==> src/rtl/alu_pkg.sv <==
// rtl/alu_pkg.sv - shared types and sizes for seq_alu; ALU_DIV_EN selects the iterative divider.
package alu_pkg;
  localparam int WIDTH      = 16;
  localparam int RES_WIDTH  = 17;
  localparam int ITER_COUNT = 16;

  typedef enum logic [2:0] {
    OP_ADD  = 3'b000,
    OP_SUB  = 3'b001,
    OP_MUL  = 3'b010,
    OP_DIV  = 3'b011,
    OP_AND  = 3'b100,
    OP_OR   = 3'b101,
    OP_XOR  = 3'b110,
    OP_PASS = 3'b111
  } opcode_e;

  typedef enum logic [1:0] {
    S_IDLE,
    S_EXEC,
    S_DONE,
    S_HOLD
  } state_e;

  function automatic logic is_iter(input opcode_e op);
`ifdef ALU_DIV_EN
    return (op == OP_MUL) || (op == OP_DIV);
`else
    return (op == OP_MUL);
`endif
  endfunction
endpackage

==> src/rtl/alu_muldiv_core.sv <==
// rtl/alu_muldiv_core.sv - 16-step shift-add multiplier; restoring divider only when ALU_DIV_EN is defined.
module alu_muldiv_core
  import alu_pkg::*;
(
  input  logic             clk,
  input  logic             reset,
  input  logic             go,
`ifdef ALU_DIV_EN
  input  logic             is_div,
`endif
  input  logic [WIDTH-1:0] a,
  input  logic [WIDTH-1:0] b,
  output logic             busy,
  output logic             finish,
  output logic [WIDTH-1:0] res_lo,
  output logic [WIDTH-1:0] res_hi
);
  logic [WIDTH-1:0] hi_q, hi_d, lo_q, lo_d, opnd_q, opnd_d;
  logic [4:0]       cnt_q, cnt_d;
  logic             busy_q, busy_d;
  logic [WIDTH:0]   mul_sum;
`ifdef ALU_DIV_EN
  logic             div_q, div_d;
  logic [WIDTH:0]   shifted;
`endif

  // hi holds partial product / remainder, lo holds multiplier / quotient bits
  always_comb begin
    hi_d    = hi_q;
    lo_d    = lo_q;
    opnd_d  = opnd_q;
    cnt_d   = cnt_q;
    busy_d  = busy_q;
    mul_sum = {1'b0, hi_q} + (lo_q[0] ? {1'b0, opnd_q} : {(WIDTH+1){1'b0}});
`ifdef ALU_DIV_EN
    div_d   = div_q;
    shifted = {hi_q, lo_q[WIDTH-1]};
`endif
    if (go) begin
      hi_d   = '0;
      lo_d   = b;
      opnd_d = a;
      cnt_d  = 5'(ITER_COUNT);
      busy_d = 1'b1;
`ifdef ALU_DIV_EN
      div_d  = is_div;
      if (is_div) begin
        lo_d   = a;
        opnd_d = b;
      end
`endif
    end else if (busy_q) begin
      cnt_d  = cnt_q - 5'd1;
      busy_d = (cnt_q != 5'd1);
      hi_d   = mul_sum[WIDTH:1];
      lo_d   = {mul_sum[0], lo_q[WIDTH-1:1]};
`ifdef ALU_DIV_EN
      if (div_q) begin
        if (shifted >= {1'b0, opnd_q}) begin
          hi_d = shifted[WIDTH-1:0] - opnd_q;
          lo_d = {lo_q[WIDTH-2:0], 1'b1};
        end else begin
          hi_d = shifted[WIDTH-1:0];
          lo_d = {lo_q[WIDTH-2:0], 1'b0};
        end
      end
`endif
    end
  end

  always_ff @(posedge clk or negedge reset) begin
    if (!reset) begin
      hi_q   <= '0;
      lo_q   <= '0;
      opnd_q <= '0;
      cnt_q  <= '0;
      busy_q <= 1'b0;
`ifdef ALU_DIV_EN
      div_q  <= 1'b0;
`endif
    end else begin
      hi_q   <= hi_d;
      lo_q   <= lo_d;
      opnd_q <= opnd_d;
      cnt_q  <= cnt_d;
      busy_q <= busy_d;
`ifdef ALU_DIV_EN
      div_q  <= div_d;
`endif
    end
  end

  // Results are exported from the final step's next-state so the top can register them on that edge
  assign busy   = busy_q;
  assign finish = busy_q && (cnt_q == 5'd1);
  assign res_lo = lo_d;
  assign res_hi = hi_d;
endmodule

==> src/rtl/seq_alu.sv <==
// rtl/seq_alu.sv - sequential 16-bit ALU: control FSM and single-cycle ops; DIV is iterative only with ALU_DIV_EN.
module seq_alu
  import alu_pkg::*;
(
  input  logic                 clk,
  input  logic                 reset,
  input  logic                 start,
  input  logic [2:0]           opcode,
  input  logic [WIDTH-1:0]     a,
  input  logic [WIDTH-1:0]     b,
  output logic [RES_WIDTH-1:0] result_low,
  output logic [RES_WIDTH-1:0] result_high,
  output logic                 done
);
  state_e               state_q, state_d;
  opcode_e              op_q, op_d, op_in;
  logic [WIDTH-1:0]     a_q, a_d, b_q, b_d;
  logic [RES_WIDTH-1:0] res_lo_q, res_lo_d, res_hi_q, res_hi_d;
  logic                 done_q, done_d;
  logic [RES_WIDTH-1:0] sum, diff;
  logic                 core_go, core_busy, core_finish;
  logic [WIDTH-1:0]     core_lo, core_hi;

  assign op_in = opcode_e'(opcode);

  alu_muldiv_core u_core (
    .clk    (clk),
    .reset  (reset),
    .go     (core_go),
`ifdef ALU_DIV_EN
    .is_div (op_in == OP_DIV),
`endif
    .a      (a),
    .b      (b),
    .busy   (core_busy),
    .finish (core_finish),
    .res_lo (core_lo),
    .res_hi (core_hi)
  );

  always_comb begin
    state_d  = state_q;
    op_d     = op_q;
    a_d      = a_q;
    b_d      = b_q;
    res_lo_d = res_lo_q;
    res_hi_d = res_hi_q;
    done_d   = 1'b0;
    core_go  = 1'b0;
    sum      = {1'b0, a_q} + {1'b0, b_q};
    diff     = {1'b0, a_q} - {1'b0, b_q};
    case (state_q)
      S_IDLE: begin
        if (start) begin
          op_d    = op_in;
          a_d     = a;
          b_d     = b;
          state_d = S_EXEC;
          core_go = is_iter(op_in) && !core_busy;
        end
      end
      S_EXEC: begin
        if (is_iter(op_q)) begin
          if (core_finish) begin
            state_d  = S_DONE;
            res_lo_d = {1'b0, core_lo};
            res_hi_d = {1'b0, core_hi};
            if (op_q == OP_DIV && b_q == '0) begin
              res_lo_d = {1'b0, {WIDTH{1'b1}}};
              res_hi_d = {1'b1, a_q};
            end
          end
        end else begin
          state_d  = S_DONE;
          res_hi_d = '0;
          case (op_q)
            OP_ADD:  res_lo_d = sum;
            OP_SUB:  res_lo_d = diff;
            OP_AND:  res_lo_d = {1'b0, a_q & b_q};
            OP_OR:   res_lo_d = {1'b0, a_q | b_q};
            OP_XOR:  res_lo_d = {1'b0, a_q ^ b_q};
            OP_PASS: res_lo_d = {1'b0, a_q};
            OP_DIV: begin
              res_lo_d = '0;
              res_hi_d = {1'b1, {WIDTH{1'b0}}};
            end
            default: res_lo_d = '0;
          endcase
        end
      end
      S_DONE: begin
        done_d  = 1'b1;
        state_d = start ? S_HOLD : S_IDLE;
      end
      S_HOLD: begin
        if (!start) state_d = S_IDLE;
      end
      default: state_d = S_IDLE;
    endcase
  end

  always_ff @(posedge clk or negedge reset) begin
    if (!reset) begin
      state_q  <= S_IDLE;
      op_q     <= OP_ADD;
      a_q      <= '0;
      b_q      <= '0;
      res_lo_q <= '0;
      res_hi_q <= '0;
      done_q   <= 1'b0;
    end else begin
      state_q  <= state_d;
      op_q     <= op_d;
      a_q      <= a_d;
      b_q      <= b_d;
      res_lo_q <= res_lo_d;
      res_hi_q <= res_hi_d;
      done_q   <= done_d;
    end
  end

  assign result_low  = res_lo_q;
  assign result_high = res_hi_q;
  assign done        = done_q;
endmodule
==> config.mk <==
export PLATFORM = sky130hd
export DESIGN_NAME = seq_alu
export DESIGN_NICKNAME = d
export VERILOG_FILES = /design/src/rtl/alu_pkg.sv /design/src/rtl/alu_muldiv_core.sv /design/src/rtl/seq_alu.sv
export SDC_FILE = /design/constraint.sdc
export NUM_CORES = 1
export LEC_CHECK = 0
export CAP_MARGIN = 20
export CORE_MARGIN = 10
export CORE_UTILIZATION = 53
export CTS_CLUSTER_SIZE = 28
export DETAILED_ROUTE_END_ITERATION = 10
export PLACE_DENSITY = 0.78
export SLEW_MARGIN = 20
export SYNTH_ARGS = -nofsm -noshare
export SYNTH_HDL_FRONTEND = slang
export SYNTH_SLANG_ARGS = --single-unit
==> constraint.sdc <==
create_clock -name clk -period 3.2 [get_ports clk]
set_input_delay 0.32 -clock clk [delete_from_list [all_inputs] [get_ports clk]]
set_output_delay 0.32 -clock clk [all_outputs]
set_load 0.05 [all_outputs]
# Word level (Yosys, flattened, before mapping)
# Index checks and enable logic that the tools add are counted.
[word_totals]
out_inout_bits = 35
mem_bits_ro = 0
input_bits = 38
word_cells = 73
mem_bits_rw = 0
latchBits = 0
n_memories = 0
reg_bits = 126
[classes]
n_mux = 26
shift = 0
order_cmp = 0
eq_ne = 17
div_mod_pow = 0
n_mul = 0
reduce_logical = 11
n_bitwise = 3
add_sub_neg = 4
[op_table]
columns = ["cell", "count"]
rows = [
  ["$mux W17", 6],
  ["$pmux W17 S6", 1],
  ["$mux W16", 6],
  ["$add A16 B16 Y17", 1],
  ["$add A16 B17 Y17", 1],
  ["$sub A16 B16 Y17", 1],
  ["$and A16 B16 Y16", 1],
  ["$logic_not A16 Y1", 1],
  ["$or A16 B16 Y16", 1],
  ["$xor A16 B16 Y16", 1],
  ["$eq A3 B3 Y1 const B", 4],
  ["$mux W2", 5],
  ["$mux W5", 2],
  ["$eq A3 B2 Y1 const B", 3],
  ["$pmux W2 S4", 1],
  ["$ne A2 B2 Y1 const B", 3],
  ["$eq A5 B1 Y1 const B", 1],
  ["$mux W1", 5],
  ["$ne A5 B1 Y1 const B", 1],
  ["$sub A5 B1 Y5 const B", 1],
  ["$eq A2 B2 Y1 const B", 2],
  ["$reduce_and A2 Y1", 2],
  ["$eq A3 B1 Y1 const B", 1],
  ["$logic_and A1 B1 Y1", 3],
  ["other kinds (7)", 7],
]

# Depth between registers and ports, before layout
[depth]
depth_word = 8
ltp_mapped = 15
mapped_depth_nobuf = 14

# Modules after synthesis
# Synthesis repeated with hierarchy kept, for this count alone.
[hier_totals]
cells_unflattened = 838
area_unflattened_um2 = 8016.4
[modules_own_cells]
columns = ["mod", "area_per_inst_um2", "cells_per_inst", "seq_area_each_um2", "n_inst"]
rows = [
  ["seq_alu", 4987.3, 548, 1801.7, 1],
  ["alu_muldiv_core", 3029.2, 290, 1351.3, 1],
]

# Worst setup path before layout
# No wires, ideal clock.
[synth_timing]
kind = "reg2reg"
from = "register op_q[2]"
to = "register res_lo_q[13] (netlist: result_low[13])"
stages_incl_launch_ff = 14
path_slack_ns = -0.018
arrival_time_ns = 3.094
path_buffers = 1
period_less_slack_ns = 3.218
setup_time_ns = 0.124
required_ns = 3.076
path_cell_list = "dfrtp_1 -> clkbuf_1 -> nor2_1 -> nand2_1 -> o21ai_0 -> inv_1 -> ha_1 -> nor2b_1 -> o31a_1 -> o2111ai_1 -> nand3_1 -> a31oi_1 -> nor4_1 -> a211o_1"
[synth_between]
elab_chain_cells = 5
elab_cells_between_ends = 15
classes_between = "eq/ne: 8; mux: 4; reduce/logical: 3"
[synth_lines]
columns = ["item", "line_no", "rtl"]
rows = [
  ["start, declared", "seq_alu.sv:16", "opcode_e op_q, op_d, op_in;"],
  ["start signal, assigned", "seq_alu.sv:113", "op_q <= op_d;"],
  ["$eq A3 B2 Y1", "seq_alu.sv:68", "if (op_q == OP_DIV && b_q == '0) begin"],
  ["$logic_and A1 B1 Y1", "seq_alu.sv:68", ""],
  ["$mux W16", "seq_alu.sv:68", ""],
  ["$mux W17", "seq_alu.sv:64", "if (core_finish) begin"],
  ["$mux W17", "seq_alu.sv:63", "if (is_iter(op_q)) begin"],
  ["end signal, assigned", "seq_alu.sv:116", "res_lo_q <= res_lo_d;"],
  ["end, declared", "seq_alu.sv:18", "logic [RES_WIDTH-1:0] res_lo_q, res_lo_d, res_hi_q, res_hi_d;"],
]
# Several ways; a longest one is shown, not always the timed one. The select of a mux whose other input is x is not followed.
# A chain may end at the register's enable or synchronous reset.

# Worst setup path after layout
[layout_timing]
from = "register op_q[2]"
to = "register res_lo_q[14] (netlist: result_low[14])"
# Same word-level chain as after synthesis.

==> results.yml <==
status:
  outcome: "finished, violations left"
  violations: "negative hold slack"
synth:
  synth_area_sq_um: 8040
  synth_fp_nets: 954
  synth_compound_area_share_pct: 17.9
  ys_seq_elements: 126
  synth_cell_types: 71
  syn_avg_cell_area_sq_um: 9.49
  seq_area_frac_synth_pct: 39.2
  yosys_warnings: 0
  synthAdderAreaFrac_pct: 10.9
  synth_simple_gate_area_share_pct: 13.8
  synth_xor_area_share_pct: 4.03
  synth-edff-count: 0
  synth_top_family_by_area: "compound AO/OA/AOI/OAI gates"
  synthMuxAreaShare_pct: 8.98
  ys_async_sr_fraction_pct: 100
  synthFlopType: "dfrtp_1"
  postSynthCellCount: 847
worst_setup_path:
  r2r_start: "op_q[2]"
  crit_path_max_incr_delay_ps: 420
  cp_cell_sequence: "nor2_2 > and2_0 > buf_4 > nor2_1 > xnor2_1 > ha_1 > o211a_1 > o31ai_1 > a21oi_1 > nor4b_2 > o21bai_1 > xnor2_1 > a311oi_1"
  cp_num_buf_inv: 1
  crit_required_ps: 3530
  cp_data_arrival_time_ps: 3350
  crit_path_start_kind: "register"
  cp_max_fo: 8
  crit_top_cell: "xnor2_1"
  cp_slowest_cell: "ha_1"
  path_delay_family: "compound AO/OA/AOI/OAI gates"
  worst_setup_path_end_kind: "register"
  critPathLaunch: "op_q[2]"
  worstSetupPathType: "reg -> reg"
global_route:
  use_met3_pct: 5.21
  track_usage_pct: 21.9
  antenna_found_initial: 1
  grt_pass1_vias: 6701
  grt_max_degree: 68
  grt_busiest_layer: "met2"
  grt_pass1_wl_um: 35300
  gr-usage-met1_pct: 27.5
  met2_usage_pct: 36.0
  gr-total-overflow: 0
clocking:
  clock_sinks: 126
  clock_path_buffers: 2
  htree_levels: 4
  clkLatencyLatePin_ps: 430
  clkTransAtPathRegs_ps: 60
  numCtsBuffers: 17
  cts_tree: "done"
  cts_root_buf: "clkbuf_16"
  postCtsSetupRepairBufs: 0
power:
  power.leakage_nw: 4.48
  power_density_nw_per_um2: 1190
  ir_drop_uv: 603
finish:
  syn_to_final_growth_pct: 19.2
  diodes: 0
  final_cell_mix: "dfrtp_1, nand2_1, clkdlybuf4s50_1, o21ai_0, ha_1"
  utilization_pct: 65.1
  finalNetCount: 1022
  drive_gt1_share_pct: 10.3
  final_common_cell: "dfrtp_1"
sta:
  setup_violations: 0
  tightestPinTransition_ps: 812
  finalCriticalPeriod_ps: 3020
  drv_slew: 0
  finalHoldViolations: 9
  max_freq_mhz: 331
  slew_headroom_pct: 45.9
  period_share_pct: 94.3
  fin_skew_ps: 9.72
  layout_setup_ws_ps: 183
  fin_hold_ws_ps: -9.65
floorplanning:
  core-area_sq_um: 14700
  row_count: 44
  die_w_um: 143
  fp.dieH_um: 143
  initial_core_util_pct: 54.7
  io_pins: 73
  die_area_sq_um: 20500
drt:
  route.detailed.drc: 0
  postRouteAntennaNets: 0
  wire_per_inst_um: 19.5
  num_vias: 6587
  drt_iter0_markers: 503
  totalWireLength_um: 21700
  drt_first_pass_iters: 5
  vias_per_cell: 5.92
run:
  cap_violations: 0
hold_path:
  min_path_type: "in -> async"
placed_design:
  hpwl_um: 15700
  place_ws_ps: 198
  io_buffer_count: 72
  gp_congestion: 0.925
-- cell type report --
class,count,area (sq um)
multi-input cells,620,4500
inverters,56,210
fillers,1177,5120
well taps,184,230
clock inverters,15,163
clock buffers,17,425
repair buffers,94,896
flip-flops and latches,126,3150
-- where the power goes --
part	total, W	internal, W	switching (W)
registers	0.00286	0.00226	0.000599
logic	0.00661	0.00273	0.00388
clock network	0.00194	0.00116	0.000783
total	0.0114	0.00614	0.00527
-- worst register-to-register path, cell delays in order, from the launching register on --
cell      delay, ps
dfrtp_1         390
nor2_2          150
and2_0          290
buf_4           180
nor2_1           60
xnor2_1         130
ha_1            420
o211a_1         190
o31ai_1          80
a21oi_1         370
nor4b_2         110
o21bai_1        200
xnor2_1          80
a311oi_1        270
-- flip-flops by register name, summed over array words and instances (netlist names), 5 cells and up --
signal and cells:
a_q 16, b_q 16, result_high 17, result_low 17, u_core.cnt_q 5, u_core.hi_q 16, u_core.lo_q 16, u_core.opnd_q 16
-- synthesized netlist by cell type (3+ instances only) --
cell | count | area, sq um
nand2_1 | 116 | 435
and3_1 | 9 | 56.3
mux2_2 | 9 | 101
o21ai_0 | 68 | 340
nand4_1 | 3 | 18.8
nand3_1 | 18 | 90.1
xnor2_1 | 26 | 228
a21o_1 | 13 | 97.6
a31oi_1 | 12 | 75.1
a221oi_1 | 6 | 52.6
o21ai_1 | 28 | 140
ha_1 | 67 | 838
mux2i_1 | 17 | 170
nor2b_1 | 7 | 43.8
buf_1 | 3 | 11.3
a21oi_1 | 27 | 135
o22ai_1 | 3 | 18.8
a211oi_1 | 5 | 37.5
a22o_1 | 16 | 140
mux2_1 | 10 | 113
a22oi_1 | 6 | 45.0
nor2_1 | 38 | 143
inv_1 | 56 | 210
o31ai_1 | 3 | 22.5
mux4_2 | 15 | 338
nor3_1 | 5 | 25.0
o21bai_1 | 4 | 30.0
nand2b_1 | 9 | 56.3
clkbuf_1 | 31 | 116
buf_2 | 8 | 40.0
dfrtp_1 | 126 | 3150
nor4_1 | 3 | 18.8
xor2_1 | 11 | 96.3
and2_1 | 15 | 93.8
o21a_1 | 4 | 30.0
-- logic make-up (layout without fill, tap and decap cells) --
kind of cell,count (synthesis),count (layout)
compound gates,224,224
xor+xnor,37,37
fa+ha+maj,69,69
buf+inv,101,182
flops,126,126
mux,51,51
simple gates,239,239
-- per-stage QoR --
| stage | instances | power [W] | setup TNS, ps | hold slack (ps) | instance area, sq um |
|---|---|---|---|---|---|
| after floorplan | 847 | 0.00752 | 0 | 24.4 | 8040 |
| after global placement | 1080 | 0.00917 | 0 | 462 | 8970 |
| after detailed placement | 1080 | 0.00929 | 0 | 469 | 8970 |
| after CTS | 1112 | 0.0113 | 0 | 16.1 | 9560 |
| after global routing | 1112 | 0.0123 | -8.47 | 58.0 | 9570 |
| final | 1112 | 0.0114 | 0 | -9.65 | 9570 |
-- routing by layer --
layer	vias to the layer above	routed length, um
li1	3130	-
met1	3230	9550
met2	179	10500
met3	46	1150
met4	2	486
met5	-	7
-- worst paths after layout --
kind | cells past startpoint | endpoint | slack [ps]
worst max-delay path | 13 | result_low[14] | 180
worst min-delay path | 1 | u_core.hi_q[1] | -10
worst max register to register | 13 | result_low[14] | 180
worst min register to register | 1 | u_core.opnd_q[8] | 480
max in group asynchronous | 2 | u_core.cnt_q[2] | 2440
min in group clk | 1 | u_core.opnd_q[8] | 480
-- timing repair --
item                                    4_1_cts  5_1_grt
hold buffers                                  0        0
gates resized for setup                       0        3
endpoints found under the setup margin        0        4
Power figures use the tool's default switching activity.
==> variant: new RTL, same settings <==
Take the reset off `hi_q` and `lo_q` and load them in a clocked block of their own.
--- a/src/rtl/alu_muldiv_core.sv
+++ b/src/rtl/alu_muldiv_core.sv
@@ -70,8 +70,6 @@
 
   always_ff @(posedge clk or negedge reset) begin
     if (!reset) begin
-      hi_q   <= '0;
-      lo_q   <= '0;
       opnd_q <= '0;
       cnt_q  <= '0;
       busy_q <= 1'b0;
@@ -79,8 +77,6 @@
       div_q  <= 1'b0;
 `endif
     end else begin
-      hi_q   <= hi_d;
-      lo_q   <= lo_d;
       opnd_q <= opnd_d;
       cnt_q  <= cnt_d;
       busy_q <= busy_d;
@@ -90,6 +86,11 @@
     end
   end
 
+  always_ff @(posedge clk) begin
+    hi_q <= hi_d;
+    lo_q <= lo_d;
+  end
+
   // Results are exported from the final step's next-state so the top can register them on that edge
   assign busy   = busy_q;
   assign finish = busy_q && (cnt_q == 5'd1);
Function: no difference found for any inputs over 10 cycles, from zero or initial values and one cycle with reset low; that may be too few to reach the edited logic, so the function may still have changed.
==> variant against the unedited design <==
Setup slack worse by 0.064 ns; clock skew down 0.0012 ns; die area down 1.7%; routed wire length down 2.1%; cell area down 1.2%; area after synthesis down 2.0%; sequential cell count unchanged; synthesized cell count unchanged; total power up 1.1%; hold slack better by 0.49 ns; critical path type unchanged; critical endpoint is now result_low[12]; largest power group unchanged; highest routed layer is now met4.
==> variant: results (changes against the unedited design) <==
set qor(drt_total_wl_um) 21200 ;# was 21700 um
set qor(first_pass_iters) 5 ;# unchanged
set qor(wire_length_of_the_first_global_routing_pass_um) 34200 ;# was 35300 um
set qor(grt_pass1_vias) 6524 ;# was 6701
set qor(max_slew_margin) 0.469 ;# was 0.459
set qor(cts.hold.buffers_added) 1 ;# was 0
set qor(postSynth.asyncResetShare) 0.746 ;# was 1.00
set qor(hp-class) {flip-flop to flip-flop} ;# was input pin to async pin
set qor(timing.hold.ws_ns) 0.477 ;# was -0.00965 ns
set qor(drt_iter0_drc) 548 ;# was 503
set qor(filler_cell_count) 1202 ;# was 1177
set qor(gp_routability_congestion) 0.931 ;# was 0.925
set qor(dpl_worst_slack_ns) 0.135 ;# was 0.198 ns
set qor(place.detailed.hpwl_um) 15300 ;# was 15700 um
set qor(r2r_slack_ns) 0.12 ;# was 0.18 ns
set qor(setup.worst_path.start) {b_q[1]} ;# was op_q[2]
set qor(status) {finished, final reports clean} ;# was complete, but fails checks
set qor(netlist_top_cells_count) {sky130_fd_sc_hd__nand2_1 (116), sky130_fd_sc_hd__dfrtp_1 (94), sky130_fd_sc_hd__o21ai_0 (68)} ;# was sky130_fd_sc_hd__dfrtp_1 (126), sky130_fd_sc_hd__nand2_1 (116), sky130_fd_sc_hd__o21ai_0 (68)
set qor(synth_area_leaders) {sky130_fd_sc_hd__dfrtp_1 (30%), sky130_fd_sc_hd__ha_1 (11%), sky130_fd_sc_hd__dfxtp_1 (8.1%), sky130_fd_sc_hd__nand2_1 (5.5%), sky130_fd_sc_hd__o21ai_0 (4.3%)} ;# was sky130_fd_sc_hd__dfrtp_1 (39%), sky130_fd_sc_hd__ha_1 (10%), sky130_fd_sc_hd__nand2_1 (5.4%), sky130_fd_sc_hd__o21ai_0 (4.2%), sky130_fd_sc_hd__mux4_2 (4.2%)
set qor(power.ir.vdd_worst_uv) 749 ;# was 603 uV
set qor(timing.critical_path.fanout_max) 6 ;# was 8
set qor(global_router_s_overall_resource_usage) 0.212 ;# was 0.219
set qor(synth.mux.area_fraction) 0.0917 ;# was 0.0898
set qor(fin_worst_skew_ns) 0.00848 ;# was 0.00972 ns
set qor(crit_arrival_ns) 3.38 ;# was 3.35 ns
set qor(vias) 6656 ;# was 6587
set qor(worst_reg_to_reg_cells) 14 ;# was 13
set qor(synth-compound-area-share) 0.183 ;# was 0.179
set qor(power.leakage_uw) 0.00435 ;# was 0.00448 uW
set qor(synth_cell_types) 72 ;# was 71
set qor(timing.critical_path.slowest_cell_delay_ns) 0.44 ;# was 0.42 ns
set qor(drive_above_1_share) 0.102 ;# was 0.103
set qor(hold-path-cell-count) 1
set qor(reg2reg_to) {result_low[12]} ;# was result_low[14]
set qor(post_synthesis_share_of_cell_area_spent_on_xor_and_xnor_gates) 0.0412 ;# was 0.0403
set qor(grt_max_degree) 69 ;# was 68
set qor(nets_finish) 1021 ;# was 1022
set qor(post_synth_fa_ha_maj_area_fraction) 0.112 ;# was 0.109
set qor(synth_sequential_area_ratio) 0.380 ;# was 0.392
[variant: changes by cell type after synthesis]
cell and change:
sky130_fd_sc_hd__dfrtp_1 -32, sky130_fd_sc_hd__dfxtp_1 +32
[variant: metrics by stage]
step                instance area [um2]  std cells
floorplan                          7880        847
global placement                   8780       1078
detailed placement                 8780       1078
CTS                                9430       1111
global route                       9460       1111
finish                             9460       1112
[variant: layout make-up]
cell class | instances | area share
Antenna cell | 1 | 0.000265
Inverter | 56 | 0.0222
Clock inverter | 15 | 0.0221
Timing Repair Buffer | 93 | 0.0928
Clock buffer | 17 | 0.0450
Multi-Input combinational cell | 620 | 0.477
Tap cell | 184 | 0.0243
Sequential cell | 126 | 0.316
[variant: metal layers]
metal | global-route usage | share of wire
met5 | 0 | 0
met4 | 0.0635 | 0.015
met3 | 0.0611 | 0.071
met2 | 0.343 | 0.48
met1 | 0.268 | 0.43
[variant: power by group]
group	total (uW)	internal, uW	switching [uW]
combinational	6610	2720	3890
sequential	2850	2270	582
clock	2080	1310	769
